### src/rtl/gnrl_skid_buf.sv
// Two-entry valid/ready skid buffer: data, valid and upstream ready all come from flops.
// Optional simulation X/stability checks are compiled in with GNRL_SKID_XCHK_EN.
module gnrl_skid_buf #(
  parameter int DW      = 32,
  parameter bit DAT_RST = 1'b0
) (
  input  logic          clk,
  input  logic          rst,
  input  logic          i_vld,
  output logic          i_rdy,
  input  logic [DW-1:0] i_dat,
  output logic          o_vld,
  input  logic          o_rdy,
  output logic [DW-1:0] o_dat,
  output logic [1:0]    o_cnt
);

  // Handshake: a beat moves when vld and rdy are both high at a posedge; o_vld/o_dat
  // hold until accepted, and the source keeps i_vld/i_dat stable while i_rdy is low.
  typedef enum logic [1:0] {
    EMPTY = 2'd0,
    ONE   = 2'd1,
    FULL  = 2'd2
  } state_t;

  state_t        state;
  logic [DW-1:0] skid_dat;

  // The state encoding equals the occupancy, so the count is a register output.
  assign o_cnt = state;

  always_ff @(posedge clk) begin
    if (rst) begin
      state <= EMPTY;
      o_vld <= 1'b0;
      i_rdy <= 1'b1;
      if (DAT_RST) begin
        o_dat    <= '0;
        skid_dat <= '0;
      end
    end else begin
      case (state)
        EMPTY: begin
          if (i_vld) begin
            o_dat <= i_dat;
            o_vld <= 1'b1;
            state <= ONE;
          end
        end
        ONE: begin
          if (i_vld && o_rdy) begin
            o_dat <= i_dat;
          end else if (i_vld) begin
            skid_dat <= i_dat;
            i_rdy    <= 1'b0;
            state    <= FULL;
          end else if (o_rdy) begin
            o_vld <= 1'b0;
            state <= EMPTY;
          end
        end
        FULL: begin
          // Upstream is stalled here; draining skid into main keeps the stream bubble-free.
          if (o_rdy) begin
            o_dat <= skid_dat;
            i_rdy <= 1'b1;
            state <= ONE;
          end
        end
        default: begin
          state <= EMPTY;
          o_vld <= 1'b0;
          i_rdy <= 1'b1;
        end
      endcase
    end
  end

`ifdef GNRL_SKID_XCHK_EN
  a_dat_known: assert property (@(posedge clk) disable iff (rst)
    (o_vld === 1'b1) |-> !$isunknown(o_dat))
    else $fatal(1, "gnrl_skid_buf: X on o_dat while o_vld");

  a_ctl_known: assert property (@(posedge clk) disable iff (rst)
    !$isunknown({o_vld, i_rdy}))
    else $fatal(1, "gnrl_skid_buf: X on o_vld/i_rdy");

  a_dat_stable: assert property (@(posedge clk) disable iff (rst)
    (o_vld && !o_rdy) |=> $stable(o_dat))
    else $fatal(1, "gnrl_skid_buf: o_dat changed while stalled");
`else
  // Checks disabled: the datapath above is unchanged.
`endif

endmodule

### config.mk
export PLATFORM = sky130hd
export DESIGN_NAME = gnrl_skid_buf
export DESIGN_NICKNAME = d
export VERILOG_FILES = /design/src/rtl/gnrl_skid_buf.sv
export SDC_FILE = /design/constraint.sdc
export NUM_CORES = 1
export LEC_CHECK = 0
export ABC_AREA = 1
export CAP_MARGIN = 20
export CORE_MARGIN = 2
export CORE_UTILIZATION = 55
export CTS_BUF_LIST = sky130_fd_sc_hd__clkbuf_8 sky130_fd_sc_hd__clkbuf_16
export DETAILED_ROUTE_END_ITERATION = 16
export DONT_BUFFER_PORTS = 1
export PLACE_DENSITY = 0.83
export SLEW_MARGIN = 20
export SYNTH_ARGS = -nofsm -noshare
export SYNTH_HDL_FRONTEND = slang
export SYNTH_SLANG_ARGS = --single-unit
### constraint.sdc
create_clock -name clk -period 3.6 [get_ports clk]
set_input_delay 0.54 -clock clk [delete_from_list [all_inputs] [get_ports clk]]
set_output_delay 0.54 -clock clk [all_outputs]
set_load 0.005 [all_outputs]
Word-level counts from Yosys, hierarchy flattened. Cells that the tools add are included.

Register bits: 68. Bits in latches: 0. RAM bits: 0. Bits in read-only memories: 0. Input port bits: 36. Output and inout bits: 36. Logic and storage cells: 46. Memories kept: 0.

$add $sub $neg: 0. $mul: 0. Div/mod/pow operators: 0. $lt $le $gt $ge: 0. Eq/ne operators: 10. Shift-type cells: 0. Muxes and demuxes: 19. Bitwise operators: 4. Reductions and logical operators: 8.

Operators by type and width (count): two-way mux 32 bit (3); case mux 32 bit (3 select lines) (1); inequality test 2 bit (second input constant) (7); AND reduction 4 bit (3); two-way mux 2 bit (5); AND reduction 5 bit (2); two-way mux 1 bit (7); case mux 1 bit (3 select lines) (2); case mux 2 bit (3 select lines) (1); inverter 1 bit (4); inequality test 3 bit (second input constant) (1); nonzero test 3 bit (1); equality test 2 x 1 -> 1 bit (second input constant) (1); equality test 2 bit (second input constant) (1); logical NOT 2 bit (1); logical AND 1 bit (1).

Depth between registers and ports, before layout. Gate-level depths: netlist (run 1).

Word-level depth: 4. Depth in mapped cells: 5. Mapped depth without buffers: 5.

Least setup slack after synthesis (run 1). No wires, ideal clock.

Kind: input to register. Start point: in o_rdy. End point: reg skid_dat[0] (enable). Arrival time: 2.927 ns. Data required time: 3.139 ns. Slack: 0.212 ns. Cell stages on the path: 3. Path buffers: 0. Cells stage by stage: inv_1 > nand3_1 > nor3_1.

Longest elaborated chain between the ends: 3.

RTL lines: start, declared (line 13) `input logic o_rdy,`; logical AND 1 bit (line 51) `if (i_vld && o_rdy) begin`; inverter 1 bit (no source line); AND reduction 4 bit (no source line); end signal, assigned (line 54) `skid_dat <= i_dat;`; end, declared (line 27) `logic [DW-1:0] skid_dat;`.

No other way between the ends. A chain may end at the register's enable or synchronous reset.

Final worst setup path (run 1).
Start point: reg state[0], in the netlist o_cnt[0]. End point: reg o_dat[12] (enable).

Longest elaborated chain between the ends: 3. Elaborated cells between the ends (all ways): 8. Those cells by class: 5 x eq/ne; 3 x reduce/logical.

RTL lines: start, declared (line 26) `state_t state;`; start signal, assigned (line 34) `state <= EMPTY;`; start signal, assigned (line 47) `state <= ONE;`; start signal, assigned (line 56) `state <= FULL;`; equality test 2 x 1 -> 1 bit (tied with other cells) (line 42) `case (state)`; inequality test 2 bit (no source line) / nonzero test 3 bit (equally long branches); AND reduction 5 bit (no source line) *; end signal, assigned (line 45) `o_dat <= i_dat;`; end signal, assigned (line 52) `o_dat <= i_dat;`; end signal, assigned (line 65) `o_dat <= skid_dat;`; end, declared (line 14) `output logic [DW-1:0] o_dat,`.

Every way passes the cells marked *; elsewhere a longest branch is shown, timed or not.

==> impl_metrics.yaml, run 1 <==
place:
  dpl.hpwl_um: 2780
  gp_congestion: 0.704
  portBuffers: 0
  place_area_um2: 2620
cts:
  cts_sinks: 68
  cts_inserted_buffers: 9
  post-cts-setup-buffer-count: 0
  cts_tree: "done"
  cts_resized: 0
  h-tree-depth: 3
  path_clk_slew_ns: 0.06
  clock_latency_ns: 0.33
  postCtsHoldBufs: 0
  cts-root-buf: "clkbuf_8"
  cts_buffer_depth: 2
setup_path:
  cp_max_fo: 33
  cp-end-kind: "flop"
  startpoint_type: "flop"
  worst_ep_arrival_time_ns: 2.22
  path_class: "reg -> reg"
  worst-r2r-cell-count: 4
  required_ns: 3.54
timing:
  rsz0062_at_grt: "no"
  finalSetupViolCount: 0
  min_period_ns: 2.28
  timing.final.crit_share_pct: 63.3
  hold_violations: 0
  tightest_slew_ns: 1.01
  fin_setup_tns_ns: 0
  clock_skew_ns: 0.00667
  slew_headroom_pct: 32.3
  fmax_mhz: 439
  slew_violations: 0
synth:
  avgSynthCellArea_um2: 12.6
  synth_top_area_share_pct: 74.9
  yosys_warnings: 0
  synth_seq_cells: 68
  ys_async_sr_fraction_pct: 0
  synth_top_cell_by_area: "edfxtp_1"
  synth_area_leaders: "edfxtp_1 (75%), nand2_1 (15%), dfxtp_1 (3.1%), nand3_1 (1.6%), buf_6 (1.3%)"
  seq_area_frac_synth_pct: 78.0
  synth_cell_types: 16
  synth_nets: 239
  synth_common_cells: "nand2_1 (102), edfxtp_1 (64), nand3_1 (8)"
  yosys.cell_count.top_type: "nand2_1"
  synth.cell_area_um2: 2570
  syn_inst: 203
  synth-edff-count: 64
  synth_ff_type: "edfxtp_1"
worst_hold_path:
  holdCritPathClass: "in -> reg"
  whs_path_depth: 1
power:
  ir_worst_vdd_mv: 0.302
  p_per_area_nw_per_um2: 537
  p_leak_nw: 1.07
floorplanning:
  fp.dieH_um: 72.3
  start_util_pct: 58.2
  dieArea_um2: 5230
  coreArea_um2: 4410
  rows: 24
  boundaryPins: 72
  die_width_um: 72.3
finish:
  final.fill_count: 339
  drive_gt1_share_pct: 9.86
  area_growth_syn_to_layout_pct: 7.55
  n_antenna_cell: 0
  layout.nets: 246
  seq_area_um2: 2000
  multiInputGateArea_um2: 510
  fin_area_um2: 2760
route:
  antenna_left: 0
  routedWlPerCell_um: 16.0
  totalWireLength_um: 4240
  drc: 0
  firstDrtPassIters: 4
  vias: 1399
  routed_via_density: 5.28
  drtIter0Drc: 100
global_route:
  grt_use_total_pct: 17.7
  grt-ovfl-total: 0
  grt_antenna_before_repair: 0
  grt_pass1_wl_um: 6630
  grt_max_degree: 34
  grt_pass1_vias: 1401
job:
  maxCapViolations: 0
status:
  status: "finished clean"
==> area by class of cell <==
class,instances,share of cell area [%]
clock buffer,9,4.49
clock inverter,5,0.816
inverter,6,0.816
multi-input combinational,123,18.5
sequential,68,72.5
tap,52,2.36
timing repair buffer,2,0.544
==> sequential cells by signal (all words and copies together), names as in the netlist <==
| register | flops |
|---|---|
| i_rdy | 1 |
| o_cnt | 2 |
| skid_dat | 32 |
| o_vld | 1 |
| o_dat | 32 |
==> per-layer routing <==
metal	vias to the layer above	part of all wire, %	global-route usage, %
met2	65	50	28.8
li1	696	-	-
met3	9	8.9	7.08
met4	0	2.3	10.1
met1	629	39	19.6
met5	-	0	0
==> cell usage in the layout (no fill, tap or decap) <==
| master | n |
|---|---|
| clkinv_2 | 3 |
| nand2_2 | 2 |
| inv_2 | 2 |
| clkbuf_8 | 9 |
| clkinv_1 | 1 |
| nor3_2 | 1 |
| nand2_1 | 102 |
| a21oi_1 | 1 |
| inv_1 | 5 |
| and3_1 | 1 |
| nor2_4 | 1 |
| nor2_1 | 3 |
| nand3_1 | 8 |
| o21ai_1 | 1 |
| o21ai_0 | 2 |
| a21oi_4 | 1 |
| edfxtp_1 | 64 |
| dfxtp_1 | 4 |
| buf_4 | 2 |
==> stage by stage <==
step	hold WS, ns	worst slack, ns	cells	utilization (%)	power [W]
after CTS	0.271	1.31	265	62.6	0.00150
after detailed placement	0.495	1.32	251	59.2	0.00102
after global placement	0.492	1.41	251	59.2	0.00102
final	0.282	1.32	265	62.6	0.00148
after global routing	0.266	1.19	265	62.6	0.00154
after floorplan	0.471	0.212	203	-	0.00100
==> worst paths after layout <==
path | end | from | slack [ns]
setup / recovery | o_dat[12]$_DFFE_PP_ | o_cnt[0]$_SDFFE_PP0P_ | 1.32
hold / removal | o_cnt[0]$_SDFFE_PP0P_ | rst | 0.28
setup reg to reg | o_dat[12]$_DFFE_PP_ | o_cnt[0]$_SDFFE_PP0P_ | 1.32
hold reg to reg | o_dat[29]$_DFFE_PP_ | skid_dat[29]$_DFFE_PP_ | 0.51
==> report_power, final <==
part | internal, W | leakage (nW) | total (W) | switching [W]
sequential | 0.000914 | 0.623 | 0.000935 | 0.0000214
combinational | 0.0000201 | 0.364 | 0.0000681 | 0.0000481
clock | 0.000233 | 0.0833 | 0.000481 | 0.000248
total | 0.00117 | 1.07 | 0.00148 | 0.000317
==> critical path: stages, from the launching register on <==
cell     delay (ns)
dfxtp_1        0.58
nor2_4         0.24
nand2_1        0.14
nand3_1        0.13
a21oi_4        0.79
==> logic make-up (layout without fill, tap and decap cells) <==
group / after synthesis / after routing / share of synthesized area [%]
simple gates: 118 / 118 / 18.3
flops: 68 / 68 / 78.0
buf+inv: 12 / 22 / 2.78
compound gates: 5 / 5 / 0.975
(Power assumes the default switching activity.)
==> run 2, diff against run 1 <==
--- a/config.mk
+++ b/config.mk
@@ -8,11 +8,11 @@
 export ABC_AREA = 1
 export CAP_MARGIN = 20
 export CORE_MARGIN = 2
-export CORE_UTILIZATION = 55
+export CORE_UTILIZATION = 60
 export CTS_BUF_LIST = sky130_fd_sc_hd__clkbuf_8 sky130_fd_sc_hd__clkbuf_16
 export DETAILED_ROUTE_END_ITERATION = 16
 export DONT_BUFFER_PORTS = 1
-export PLACE_DENSITY = 0.83
+export PLACE_DENSITY = 0.86
 export SLEW_MARGIN = 20
 export SYNTH_ARGS = -nofsm -noshare
 export SYNTH_HDL_FRONTEND = slang
==> constraint.sdc (replaced) <==
create_clock -name clk -period 2.3 [get_ports clk]
set_input_delay 0.345 -clock clk [delete_from_list [all_inputs] [get_ports clk]]
set_output_delay 0.345 -clock clk [all_outputs]
set_load 0.005 [all_outputs]
==> impl_metrics.yaml, run 2 (synthesis gave the netlist of run 1 again) <==
floorplanning:
  boundaryPins: 72
  start_util_pct: 63.3
  coreArea_um2: 4060
  fp.dieH_um: 69.4
  die_width_um: 69.4
  dieArea_um2: 4820
  rows: 23
setup_path:
  crit_slowest_cell: "dfxtp_1"
  startpoint_type: "flop"
  required_ns: 2.27
  r2r_end: "o_dat[23]$_DFFE_PP_"
  crit_chain: "nor2_1 -> nand2_1 -> nand3_1 -> a21oi_4 -> buf_4"
  path_class: "reg -> reg"
  cp-end-kind: "flop"
  rrSetupSlack_ns: 0.49
  worst-r2r-cell-count: 5
  reg2reg_from: "o_cnt[0]$_SDFFE_PP0P_"
  worst_ep_arrival_time_ns: 1.78
  cp-startpoint: "o_cnt[0]$_SDFFE_PP0P_"
  critPathMaxStageDelay_ns: 0.58
  cp_max_fo: 32
timing:
  slew_headroom_pct: 57.3
  hold_ws_ns: 0.101
  timing.final.crit_share_pct: 78.7
  finalSetupViolCount: 0
  fin_setup_tns_ns: 0
  rsz0062_at_grt: "no"
  final.setup.worst_slack_ns: 0.489
  hold_violations: 0
  slew_violations: 0
  min_period_ns: 1.81
  tightest_slew_ns: 0.639
  clock_skew_ns: 0.00635
  fmax_mhz: 552
cts:
  cts-root-buf: "clkbuf_8"
  cts_buffer_depth: 2
  post-cts-setup-buffer-count: 0
  clock_latency_ns: 0.32
  cts_tree: "done"
  cts_sinks: 68
  cts_resized: 0
  path_clk_slew_ns: 0.06
  h-tree-depth: 3
  cts_inserted_buffers: 9
  postCtsHoldBufs: 0
worst_hold_path:
  hold_end: "o_cnt[0]$_SDFFE_PP0P_"
  min_from: "rst"
  whs_path_depth: 1
  holdCritPathClass: "in -> reg"
finish:
  area_growth_syn_to_layout_pct: 7.85
  layout.nets: 248
  final_cell_mix: "nand2_1 (102), edfxtp_1 (64), clkbuf_8 (9)"
  final.fill_count: 288
  n_antenna_cell: 0
  final_common_cell: "nand2_1"
  fin_area_um2: 2770
  fin_cells: 263
  drive_gt1_share_pct: 9.39
global_route:
  grt_pass1_wl_um: 7120
  grt-ovfl-total: 0
  grt_pass1_vias: 1425
  grt_max_degree: 34
  grt_antenna_before_repair: 0
  grt_use_total_pct: 19.8
place:
  dpl.cell_count: 251
  place_area_um2: 2630
  pre_cts_slack_ns: 0.501
  gp_congestion: 0.776
  dpl.hpwl_um: 2910
  portBuffers: 0
status:
  status: "finished clean"
route:
  antenna_left: 0
  routedWlPerCell_um: 16.7
  totalWireLength_um: 4380
  drtIter0Drc: 90
  firstDrtPassIters: 4
  routed_via_density: 5.43
  drc: 0
  vias: 1427
power:
  ir_worst_vdd_mv: 0.492
  p_leak_nw: 1.08
  p_per_area_nw_per_um2: 827
job:
  maxCapViolations: 0
[run 2: cell types whose count changed in the layout (fill, tap and decap cells not counted)]
cell      before  now
clkinv_2       3    0
buf_4          2    4
inv_1          5    6
nor3_2         1    0
nor3_4         0    1
[run 2: final cells by class]
cell class	count	area, µm²	share of cell area [%]
tap	50	62.6	2.26
clock inverter	3	11.3	0.407
clock buffer	9	124	4.47
sequential	68	2000	72.3
multi-input combinational	123	517	18.7
timing repair buffer	4	30.0	1.08
inverter	6	22.5	0.813
[run 2: power breakdown]
part	internal (W)	switching [W]
clock network	0.000355	0.000357
logic	0.0000342	0.0000784
registers	0.00143	0.0000349
total	0.00182	0.000470
[run 2: per-stage QoR]
step	util, %	total power [W]
finish	68.2	0.00229
global route	68.2	0.00239
CTS	68.2	0.00232
detailed placement	64.9	0.00161
global placement	64.9	0.00159
floorplan	-	0.00157
[run 2: worst max-delay path by stage]
stage | end
after floorplan | o_dat[0]$_DFFE_PP_
after detailed placement | o_dat[26]$_DFFE_PP_
after global routing | o_dat[14]$_DFFE_PP_
after global placement | o_dat[23]$_DFFE_PP_
final | o_dat[23]$_DFFE_PP_
after CTS | o_dat[23]$_DFFE_PP_
[run 2: worst max-delay path: cells and delay by family, from the launching register on]
kind	cells	cell delay, ns
flops	1	0.58
buf+inv	1	0.39
simple gates	3	0.36
compound gates	1	0.12
[run 2: layer usage]
metal | GRT usage (%) | wire length, µm | vias to the layer above
met5 | 0 | 0 | -
met3 | 9.01 | 405 | 6
met2 | 30.0 | 2160 | 67
li1 | - | - | 698
met4 | 8.71 | 51 | 0
met1 | 24.6 | 1770 | 656
==> run 3, diff against run 2 <==
--- a/config.mk
+++ b/config.mk
@@ -5,7 +5,7 @@
 export SDC_FILE = /design/constraint.sdc
 export NUM_CORES = 1
 export LEC_CHECK = 0
-export ABC_AREA = 1
+export ABC_AREA = 0
 export CAP_MARGIN = 20
 export CORE_MARGIN = 2
 export CORE_UTILIZATION = 60
==> constraint.sdc (replaced) <==
create_clock -name clk -period 1.8 [get_ports clk]
set_input_delay 0.27 -clock clk [delete_from_list [all_inputs] [get_ports clk]]
set_output_delay 0.27 -clock clk [all_outputs]
set_load 0.005 [all_outputs]
==> impl_metrics.yaml, run 3 <==
setup_path:
  crit_chain: "nor2b_4 -> buf_12 -> mux2_4"
  cp-end-kind: "flop"
  crit_slowest_cell: "dfxtp_1"
  startpoint_type: "flop"
  cp_max_fo: 20
  required_ns: 1.88
  path_class: "reg -> reg"
  critPathTopFamily: "flip-flops"
  critPathMaxStageDelay_ns: 0.47
  worst_ep_arrival_time_ns: 1.59
  crit_buf_inv: 1
synth:
  synth_top_area_share_pct: 72.0
  seq_area_frac_synth_pct: 75.0
  synth_area_leaders: "edfxtp_1 (72%), mux2_4 (16%), dfxtp_1 (3.0%), buf_12 (2.2%), mux2_2 (1.3%)"
  synth.cell_area_um2: 2670
  avgSynthCellArea_um2: 21.4
  synth-edff-count: 64
  synth_seq_cells: 68
  yosys_warnings: 0
  synth_ff_type: "edfxtp_1"
  synth_top_cell_by_area: "edfxtp_1"
  syn_inst: 125
  synth_common_cells: "edfxtp_1 (64), mux2_4 (29), dfxtp_1 (4)"
  synth_cell_types: 20
  synth_nets: 161
  yosys.cell_count.top_type: "edfxtp_1"
  ys_async_sr_fraction_pct: 0
finish:
  n_antenna_cell: 0
  final_common_cell: "edfxtp_1"
  final_cell_mix: "edfxtp_1 (64), mux2_4 (29), clkbuf_8 (9)"
  fin_area_um2: 3010
  drive_gt1_share_pct: 40.3
  area_growth_syn_to_layout_pct: 12.8
  layout.nets: 175
global_route:
  grt_max_degree: 33
  grt_antenna_before_repair: 0
  grt-ovfl-total: 0
  grt_pass1_wl_um: 6350
  grt_use_total_pct: 17.4
  grt_pass1_vias: 1208
cts:
  h-tree-depth: 3
  postCtsHoldBufs: 2
  cts-root-buf: "clkbuf_8"
  clock_latency_ns: 0.33
  cts_inserted_buffers: 9
  cts_tree: "done"
  path_clk_slew_ns: 0.07
  cts_resized: 0
  cts_sinks: 68
  cts_buffer_depth: 2
  post-cts-setup-buffer-count: 0
floorplanning:
  coreArea_um2: 4320
  die_width_um: 70.7
  fp.dieH_um: 70.7
  dieArea_um2: 5000
  boundaryPins: 72
  start_util_pct: 61.7
  rows: 24
timing:
  rsz0062_at_grt: "no"
  finalSetupViolCount: 0
  timing.final.crit_share_pct: 84.0
  fin_setup_tns_ns: 0
  slew_headroom_pct: 78.1
  tightest_slew_ns: 0.329
  slew_violations: 0
  min_period_ns: 1.51
  clock_skew_ns: 0.00467
  hold_violations: 0
  fmax_mhz: 662
status:
  status: "finished clean"
route:
  drc: 0
  routedWlPerCell_um: 20.3
  drtIter0Drc: 45
  totalWireLength_um: 3980
  routed_via_density: 5.74
  firstDrtPassIters: 4
  antenna_left: 0
  vias: 1126
place:
  place_area_um2: 2780
  portBuffers: 0
  gp_congestion: 0.743
  dpl.hpwl_um: 2780
power:
  p_per_area_nw_per_um2: 1100
  p_leak_nw: 1.04
  ir_worst_vdd_mv: 0.590
worst_hold_path:
  holdCritPathClass: "in -> reg"
job:
  maxCapViolations: 0
run 3: cell families (layout without fill, tap and decap cells):
kind of cell	after synthesis	after routing	share of synthesized area [%]
AO/OA/AOI/OAI	8	8	1.83
buffers and inverters	4	23	2.67
flip-flops	68	68	75.0
multiplexers	32	32	17.6
AND/OR/NAND/NOR	13	13	2.95
run 3: final timing paths:
path                               start                     end  slack [ns]  cells past startpoint
hold / removal                 i_dat[14]  skid_dat[14]$_DFFE_PP_        0.03                      0
setup / recovery   o_cnt[1]$_SDFFE_PP0P_     o_dat[16]$_DFFE_PP_        0.29                      3
hold reg to reg   skid_dat[19]$_DFFE_PP_     o_dat[19]$_DFFE_PP_        0.55                      1
setup reg to reg   o_cnt[1]$_SDFFE_PP0P_     o_dat[16]$_DFFE_PP_        0.29                      3
run 3: final cells by class:
cell class              count  area (µm²)
multi-input cells          53         634
clock inverters             7        91.3
fillers                   267        1310
repair buffers              7        95.1
well taps                  52        65.1
clock buffers               9         124
flip-flops and latches     68        2000
run 3: metal layers:
layer,up-vias,share of wire [%],global-route usage (%)
met1,560,39,21.2
met3,7,6.4,5.70
li1,512,-,-
met5,-,0,0
met2,47,53,27.6
met4,0,1.7,9.43
run 3: worst register-to-register path, delay by kind of cell (launching register included):
family | cells | cell delay, ns
flip-flops | 1 | 0.47
buffers and inverters | 1 | 0.21
AND/OR/NAND/NOR | 1 | 0.26
multiplexers | 1 | 0.33
run 3: per-stage QoR:
| step | utilization (%) | hold WS (ns) | std cells | worst slack [ns] | total power, W |
|---|---|---|---|---|---|
| 2_1_floorplan | - | 0.339 | 125 | 0.0395 | 0.00199 |
| 3_3_place_gp | 64.2 | 0.341 | 178 | 0.354 | 0.00202 |
| 3_5_place_dp | 64.2 | 0.343 | 178 | 0.295 | 0.00203 |
| 4_1_cts | 69.6 | 0.0216 | 196 | 0.289 | 0.00335 |
| 5_1_grt | 69.6 | 0.0138 | 196 | 0.230 | 0.00342 |
| 6_report | 69.6 | 0.0344 | 196 | 0.289 | 0.00331 |
run 3: report_power, final:
part           total, W  switching, W  internal, W  leakage (nW)
Combinational  0.000154     0.0000647    0.0000891         0.307
Clock           0.00131      0.000539     0.000774         0.109
Sequential      0.00184     0.0000356      0.00181         0.623
Total           0.00331      0.000639      0.00267          1.04
